$ cat src/rtl/next_pc_predictor.sv
// -----------------------------------------------------------------------------
// next_pc_predictor
//
// Fetch-stage next-PC generator. It sits directly upstream of the PC register
// and drives that register's PC_In. Each fetch is predicted from a
// direct-mapped branch target buffer (BTB) that holds a 2-bit saturating
// counter per entry. The BTB learns from branches resolved in EX. On a
// misprediction the block redirects fetch to the corrected PC and raises a
// flush for the younger stages. Two saturating counters track resolved
// branches and mispredicts.
//
// Ports
//   clk             clock; all state updates on the rising edge
//   reset           asynchronous, active-high reset
//   pc_current      current PC_Out of the PC register
//   ex_valid        EX holds a resolved conditional branch or jump
//   ex_pc           PC of the resolved branch
//   ex_taken        actual branch outcome
//   ex_target       actual taken target
//   ex_pred_taken   prediction carried down the pipe with that branch
//   ex_pred_target  predicted target carried with that branch
//   next_pc         value for PC_In
//   pred_taken      prediction for pc_current (carried to EX by the pipeline)
//   pred_target     predicted target for pc_current
//   flush           mispredict this cycle; squash younger instructions
//   branch_cnt      number of resolved branches (saturating)
//   mispredict_cnt  number of mispredicts (saturating)
// -----------------------------------------------------------------------------
module next_pc_predictor #(
  parameter int ENTRIES    = 16,
  parameter int INDEX_BITS = 4,
  parameter int TAG_BITS   = 8
) (
  input  logic        clk,
  input  logic        reset,
  input  logic [63:0] pc_current,
  input  logic        ex_valid,
  input  logic [63:0] ex_pc,
  input  logic        ex_taken,
  input  logic [63:0] ex_target,
  input  logic        ex_pred_taken,
  input  logic [63:0] ex_pred_target,
  output logic [63:0] next_pc,
  output logic        pred_taken,
  output logic [63:0] pred_target,
  output logic        flush,
  output logic [31:0] branch_cnt,
  output logic [31:0] mispredict_cnt
);

  localparam int TAG_LO = INDEX_BITS + 2;
  localparam int TAG_HI = INDEX_BITS + TAG_BITS + 1;

  // BTB storage
  logic                valid_q  [ENTRIES];
  logic [1:0]          ctr_q    [ENTRIES];
  logic [TAG_BITS-1:0] tag_q    [ENTRIES];
  logic [63:0]         target_q [ENTRIES];

  // Lookup side
  logic [INDEX_BITS-1:0] lk_idx;
  logic [TAG_BITS-1:0]   lk_tag;
  logic                  lk_hit;
  logic [63:0]           pc_plus4;

  // Update side
  logic [INDEX_BITS-1:0] ex_idx;
  logic [TAG_BITS-1:0]   ex_tag;
  logic                  ex_hit;
  logic [63:0]           ex_pc_plus4;
  logic                  mispredict;

  assign lk_idx      = pc_current[INDEX_BITS+1:2];
  assign lk_tag      = pc_current[TAG_HI:TAG_LO];
  assign ex_idx      = ex_pc[INDEX_BITS+1:2];
  assign ex_tag      = ex_pc[TAG_HI:TAG_LO];
  assign pc_plus4    = pc_current + 64'd4;
  assign ex_pc_plus4 = ex_pc + 64'd4;

  // The valid bit gates the tag compare, so never-written tag/target storage
  // cannot leak onto the outputs.
  assign lk_hit      = valid_q[lk_idx] && (tag_q[lk_idx] == lk_tag);
  assign ex_hit      = valid_q[ex_idx] && (tag_q[ex_idx] == ex_tag);

  assign pred_taken  = lk_hit && ctr_q[lk_idx][1];
  assign pred_target = lk_hit ? target_q[lk_idx] : pc_plus4;

  // A wrong direction, or a right "taken" with a wrong target, is a mispredict.
  assign mispredict  = ex_valid &&
                       ((ex_taken != ex_pred_taken) ||
                        (ex_taken && (ex_target != ex_pred_target)));
  assign flush       = mispredict;

  always_comb begin
    // NOTE: a default assignment first keeps this purely combinational; a path
    // that leaves next_pc unassigned would infer a latch.
    next_pc = pc_plus4;
    if (mispredict) begin
      next_pc = ex_taken ? ex_target : ex_pc_plus4;
    end else if (pred_taken) begin
      next_pc = pred_target;
    end
  end

  function automatic logic [1:0] ctr_next(input logic [1:0] ctr, input logic taken);
    if (taken) return (ctr == 2'b11) ? 2'b11 : ctr + 2'b01;
    else       return (ctr == 2'b00) ? 2'b00 : ctr - 2'b01;
  endfunction

  // Control state of the table: valid bits and direction counters.
  // Writes land on the clock edge, so a same-cycle lookup of the same index
  // still sees the old contents.
  always_ff @(posedge clk or posedge reset) begin
    if (reset) begin
      for (int i = 0; i < ENTRIES; i++) begin
        // NOTE: sequential state uses non-blocking assignments so every
        // reader in this cycle sees the pre-edge value.
        valid_q[i] <= 1'b0;
        ctr_q[i]   <= 2'b01;
      end
    end else if (ex_valid) begin
      if (ex_hit) begin
        ctr_q[ex_idx] <= ctr_next(ctr_q[ex_idx], ex_taken);
      end else if (ex_taken) begin
        valid_q[ex_idx] <= 1'b1;
        ctr_q[ex_idx]   <= 2'b10;
      end
    end
  end

  // NOTE: tag and target arrays are deliberately not reset; they are only
  // observed behind a set valid bit, and leaving them reset-free lets them map
  // onto plain storage.
  // A taken resolution either refreshes a hit entry's target (tag unchanged)
  // or allocates over whatever sat at that index.
  always_ff @(posedge clk) begin
    if (ex_valid && ex_taken) begin
      tag_q[ex_idx]    <= ex_tag;
      target_q[ex_idx] <= ex_target;
    end
  end

  // Performance counters saturate rather than wrap.
  always_ff @(posedge clk or posedge reset) begin
    if (reset) begin
      branch_cnt     <= '0;
      mispredict_cnt <= '0;
    end else begin
      if (ex_valid && (branch_cnt != '1)) begin
        branch_cnt <= branch_cnt + 32'd1;
      end
      if (mispredict && (mispredict_cnt != '1)) begin
        mispredict_cnt <= mispredict_cnt + 32'd1;
      end
    end
  end

  // Address bits outside the index/tag fields do not take part in the lookup.
  logic unused_pc_bits;
  assign unused_pc_bits = ^{pc_current[63:TAG_HI+1], pc_current[1:0],
                            ex_pc[63:TAG_HI+1], ex_pc[1:0]};

endmodule
$ cat config.mk
export PLATFORM = sky130hd
export DESIGN_NAME = next_pc_predictor
export DESIGN_NICKNAME = d
export VERILOG_FILES = /design/src/rtl/next_pc_predictor.sv
export SDC_FILE = /design/constraint.sdc
export NUM_CORES = 2
export LEC_CHECK = 0
export CAP_MARGIN = 0
export CORE_MARGIN = 1.5
export CORE_UTILIZATION = 53
export CTS_BUF_LIST = sky130_fd_sc_hd__clkbuf_8
export DETAILED_ROUTE_END_ITERATION = 8
export PLACE_DENSITY = 0.83
export SYNTH_ARGS = -nofsm -noshare
export SYNTH_HDL_FRONTEND = slang
export SYNTH_SLANG_ARGS = --single-unit
$ cat constraint.sdc
create_clock -name clk -period 4.1 [get_ports clk]
set_clock_uncertainty 0.2 [all_clocks]
set_input_delay 0.41 -clock clk [delete_from_list [all_inputs] [get_ports clk]]
set_output_delay 0.41 -clock clk [all_outputs]
set_load 0.1 [all_outputs]
==> metrics.yaml <==
status:
  status: "finished with violations"
  violations: "negative setup slack"
detailed_routing:
  wl_per_cell_um: 35.6
  drt-initial-drc-count: 5905
  via_per_inst: 6.85
  drc: 0
  drt_pass1_iterations: 6
  vias: 38800
  routed_wl_mm: 202
  drtAntennaViolNets: 0
cts:
  cts_tree: "yes"
  cts_buffer_depth: 3
  clk_pin_slew_ps: 70
  clk_latency_ps: 890
  root_buffer: "clkbuf_8"
  numCtsBuffers: 191
  numClockSinks: 1264
  h-tree-depth: 4
sta:
  worst_pin_slew_ps: 1120
  setup_viol: 129
  rsz0062_at_grt: "true"
  period_needed_ps: 4740
  post-route-period-util_pct: 116
  fin_ws_ps: -637
  maxSlewHeadroom_pct: 24.9
  drv_slew: 0
  finalHoldViolCount: 0
  fmax_ghz: 0.211
synthesis:
  synth_xor_area_share_pct: 3.52
  ys_seq_area_share_pct: 66.4
  yosys_warnings: 0
  synth_edf_count: 1152
  synth_cell_type_count: 77
  synth-simple-area-share_pct: 5.88
  synthesis.instances: 3194
  synth_area_sq_mm: 0.0563
  avgSynthCellArea_sq_um: 17.6
  synth_fa_ha_area_share_pct: 0.176
  synth_ff_type: "edfxtp_1"
  syn-num-nets: 3462
  synth_top_family_by_area: "multiplexers"
  synthArstFlopShare_pct: 8.86
  synthMuxAreaShare_pct: 18.6
  synth_compound_area_share_pct: 3.37
  synth_seq_cells: 1264
layout:
  final_common_cell: "edfxtp_1"
  layout-drive-gt1-share_pct: 34.4
  layout.nets: 4379
  areaGrowthSynthToFinish_pct: 29.1
  multi_input_area_sq_mm: 0.0192
  nFillCells: 6249
  layout.area.seq_sq_mm: 0.0374
  layout_common_cells: "1152 x edfxtp_1, 393 x mux4_2, 341 x buf_4"
power_and_ir_drop:
  finalPower_mw: 29.4
  leakage_nw: 25.4
  peakVddDrop_mv: 0.836
  power_density_mw_per_mm2: 404
grt:
  grtUsageTotal_pct: 36.8
  grt_busiest_layer: "met2"
  antenna_found_initial: 17
  met3_usage_pct: 13.7
  grt_start_max_net_pins: 113
  grt_pass1_wl_mm: 278
  use_met1_pct: 45.3
  first_global_vias: 38600
  met2_usage_pct: 55.3
  overflow: 0
setup_path:
  critPathKind: "reg2out"
  end_kind: "output pin"
  crit_family: "compound AO/OA/AOI/OAI gates"
  crit_buf_inv: 3
  crit_slowest_cell: "a221oi_4"
  path_common_cell: "buf_12"
  r2r_end: "ctr_q[15]"
  crit_path_max_fanout: 5
  cp-startpoint: "tag_q[1][3]"
  max_stage_delay_ps: 630
  crit_path_start_kind: "flip-flop"
  r2r_start: "tag_q[3][7]"
  path_cells: "mux4_2 > mux2i_1 > nor3_2 > a2111oi_4 > and4_4 > nand4b_4 > buf_12 > buf_6 > a221oi_4 > buf_12"
  arrival_ps: 4130
  crit_required_ps: 3490
  r2r_cells: 10
  reg2reg_slack_ps: 1020
floorplan:
  core-area_sq_mm: 0.105
  dieArea_sq_mm: 0.108
  rows: 119
  die_y_um: 329
  start_util_pct: 53.5
  die_x_um: 329
  io_pins: 455
worst_hold_path:
  min_path_type: "in2reg"
  min_delay_path_depth: 2
  min_to: "target_q[0][24]"
  hp-start: "ex_target[24]"
placement:
  hpwl_mm: 127
  dp_slack_ps: -418
  routabilityCongestion: 1.00
  port_buffers: 454
flow_run:
  maxCapViolCount: 0
-- power by group --
group          internal [mW]  switching (mW)
combinational           1.81            3.04
sequential              14.3           0.175
clock                   4.87            5.18
-- cells by family after synthesis --
group           Yosys count
mux                     538
simple gates            647
fa+ha+maj                 8
flops                  1264
xor+xnor                226
compound gates          270
buf+inv                 241
-- repair_timing --
action,CTS,global route
pin swaps,26,30
hold buffers,2,0
endpoints found under the setup margin,129,129
hold endpoints to repair,50,0
setup buffers,19,26
gates resized for setup,155,88
cloned,8,5
-- metal layers --
layer	routed length [um]	share of wire, %
met2	91500	45
met4	13900	6.9
met5	76	0.038
met1	63700	32
met3	32400	16
-- cell usage after synthesis (20+ instances only) --
cell / instances / share of area (%)
xnor2_1: 158 / 2.5
nand3_1: 98 / 0.87
o21ai_0: 33 / 0.29
dfrtp_1: 96 / 4.3
and3_1: 48 / 0.53
a22o_1: 21 / 0.33
xor2_1: 68 / 1.1
mux2_2: 33 / 0.66
and4_1: 20 / 0.31
mux2_4: 30 / 0.80
mux4_2: 393 / 16
nor2_1: 149 / 0.99
clkbuf_1: 92 / 0.61
mux2i_1: 81 / 1.4
nand2_1: 115 / 0.77
a22oi_1: 25 / 0.33
a21oi_1: 53 / 0.47
nor4_1: 22 / 0.24
inv_1: 58 / 0.39
a221oi_1: 22 / 0.34
edfxtp_1: 1152 / 61
buf_2: 59 / 0.52
nor3_1: 62 / 0.55
o211ai_1: 26 / 0.35
nand4_1: 57 / 0.63
-- area by class of cell --
class | instances | share of cell area (%)
Clock inverter | 148 | 1.20
Antenna cell | 14 | 0.0482
Tap cell | 1391 | 2.39
Clock buffer | 196 | 3.71
Inverter | 59 | 0.318
Timing Repair Buffer | 906 | 14.5
Multi-Input combinational cell | 1689 | 26.4
Sequential cell | 1264 | 51.5
-- worst max-delay path by stage --
| stage | to | slack, ps | cells after the start |
|---|---|---|---|
| floorplan | tag_q[0][0] | -980 | 7 |
| global placement | next_pc[20] | -310 | 11 |
| detailed placement | next_pc[27] | -420 | 13 |
| CTS | next_pc[22] | -540 | 12 |
| global route | next_pc[56] | -630 | 10 |
| finish | next_pc[56] | -640 | 10 |
-- worst reg2reg max path, stage by stage (launching register included) --
cell,delay [ps]
edfxtp_1,410
mux4_2,480
mux2i_1,190
xnor2_1,150
nor4_1,430
a21oi_1,100
a211oi_2,310
buf_12,200
o21a_1,170
buf_4,180
a22oi_1,110
-- through the flow --
step | TNS (ps) | cell area (sq um) | hold WS (ps) | utilization (%) | cells
6_report | -44900 | 72700 | 93.1 | 69.1 | 5667
5_1_grt | -54830 | 72700 | 71.9 | 69.1 | 5660
4_1_cts | -46670 | 72000 | 20.8 | 68.4 | 5638
3_5_place_dp | -19170 | 67400 | 258 | 64.0 | 5267
3_3_place_gp | -12570 | 67400 | 252 | 64.0 | 5267
2_1_floorplan | -760040 | 56700 | 239 | - | 3194
-- flip-flops by register name, indices dropped and copies added (netlist names) --
name and count:
branch_cnt 32, ctr_q 32, mispredict_cnt 32, tag_q 128, target_q 1024, valid_q 16
Note: power is estimated with default switching activity, not from simulation.
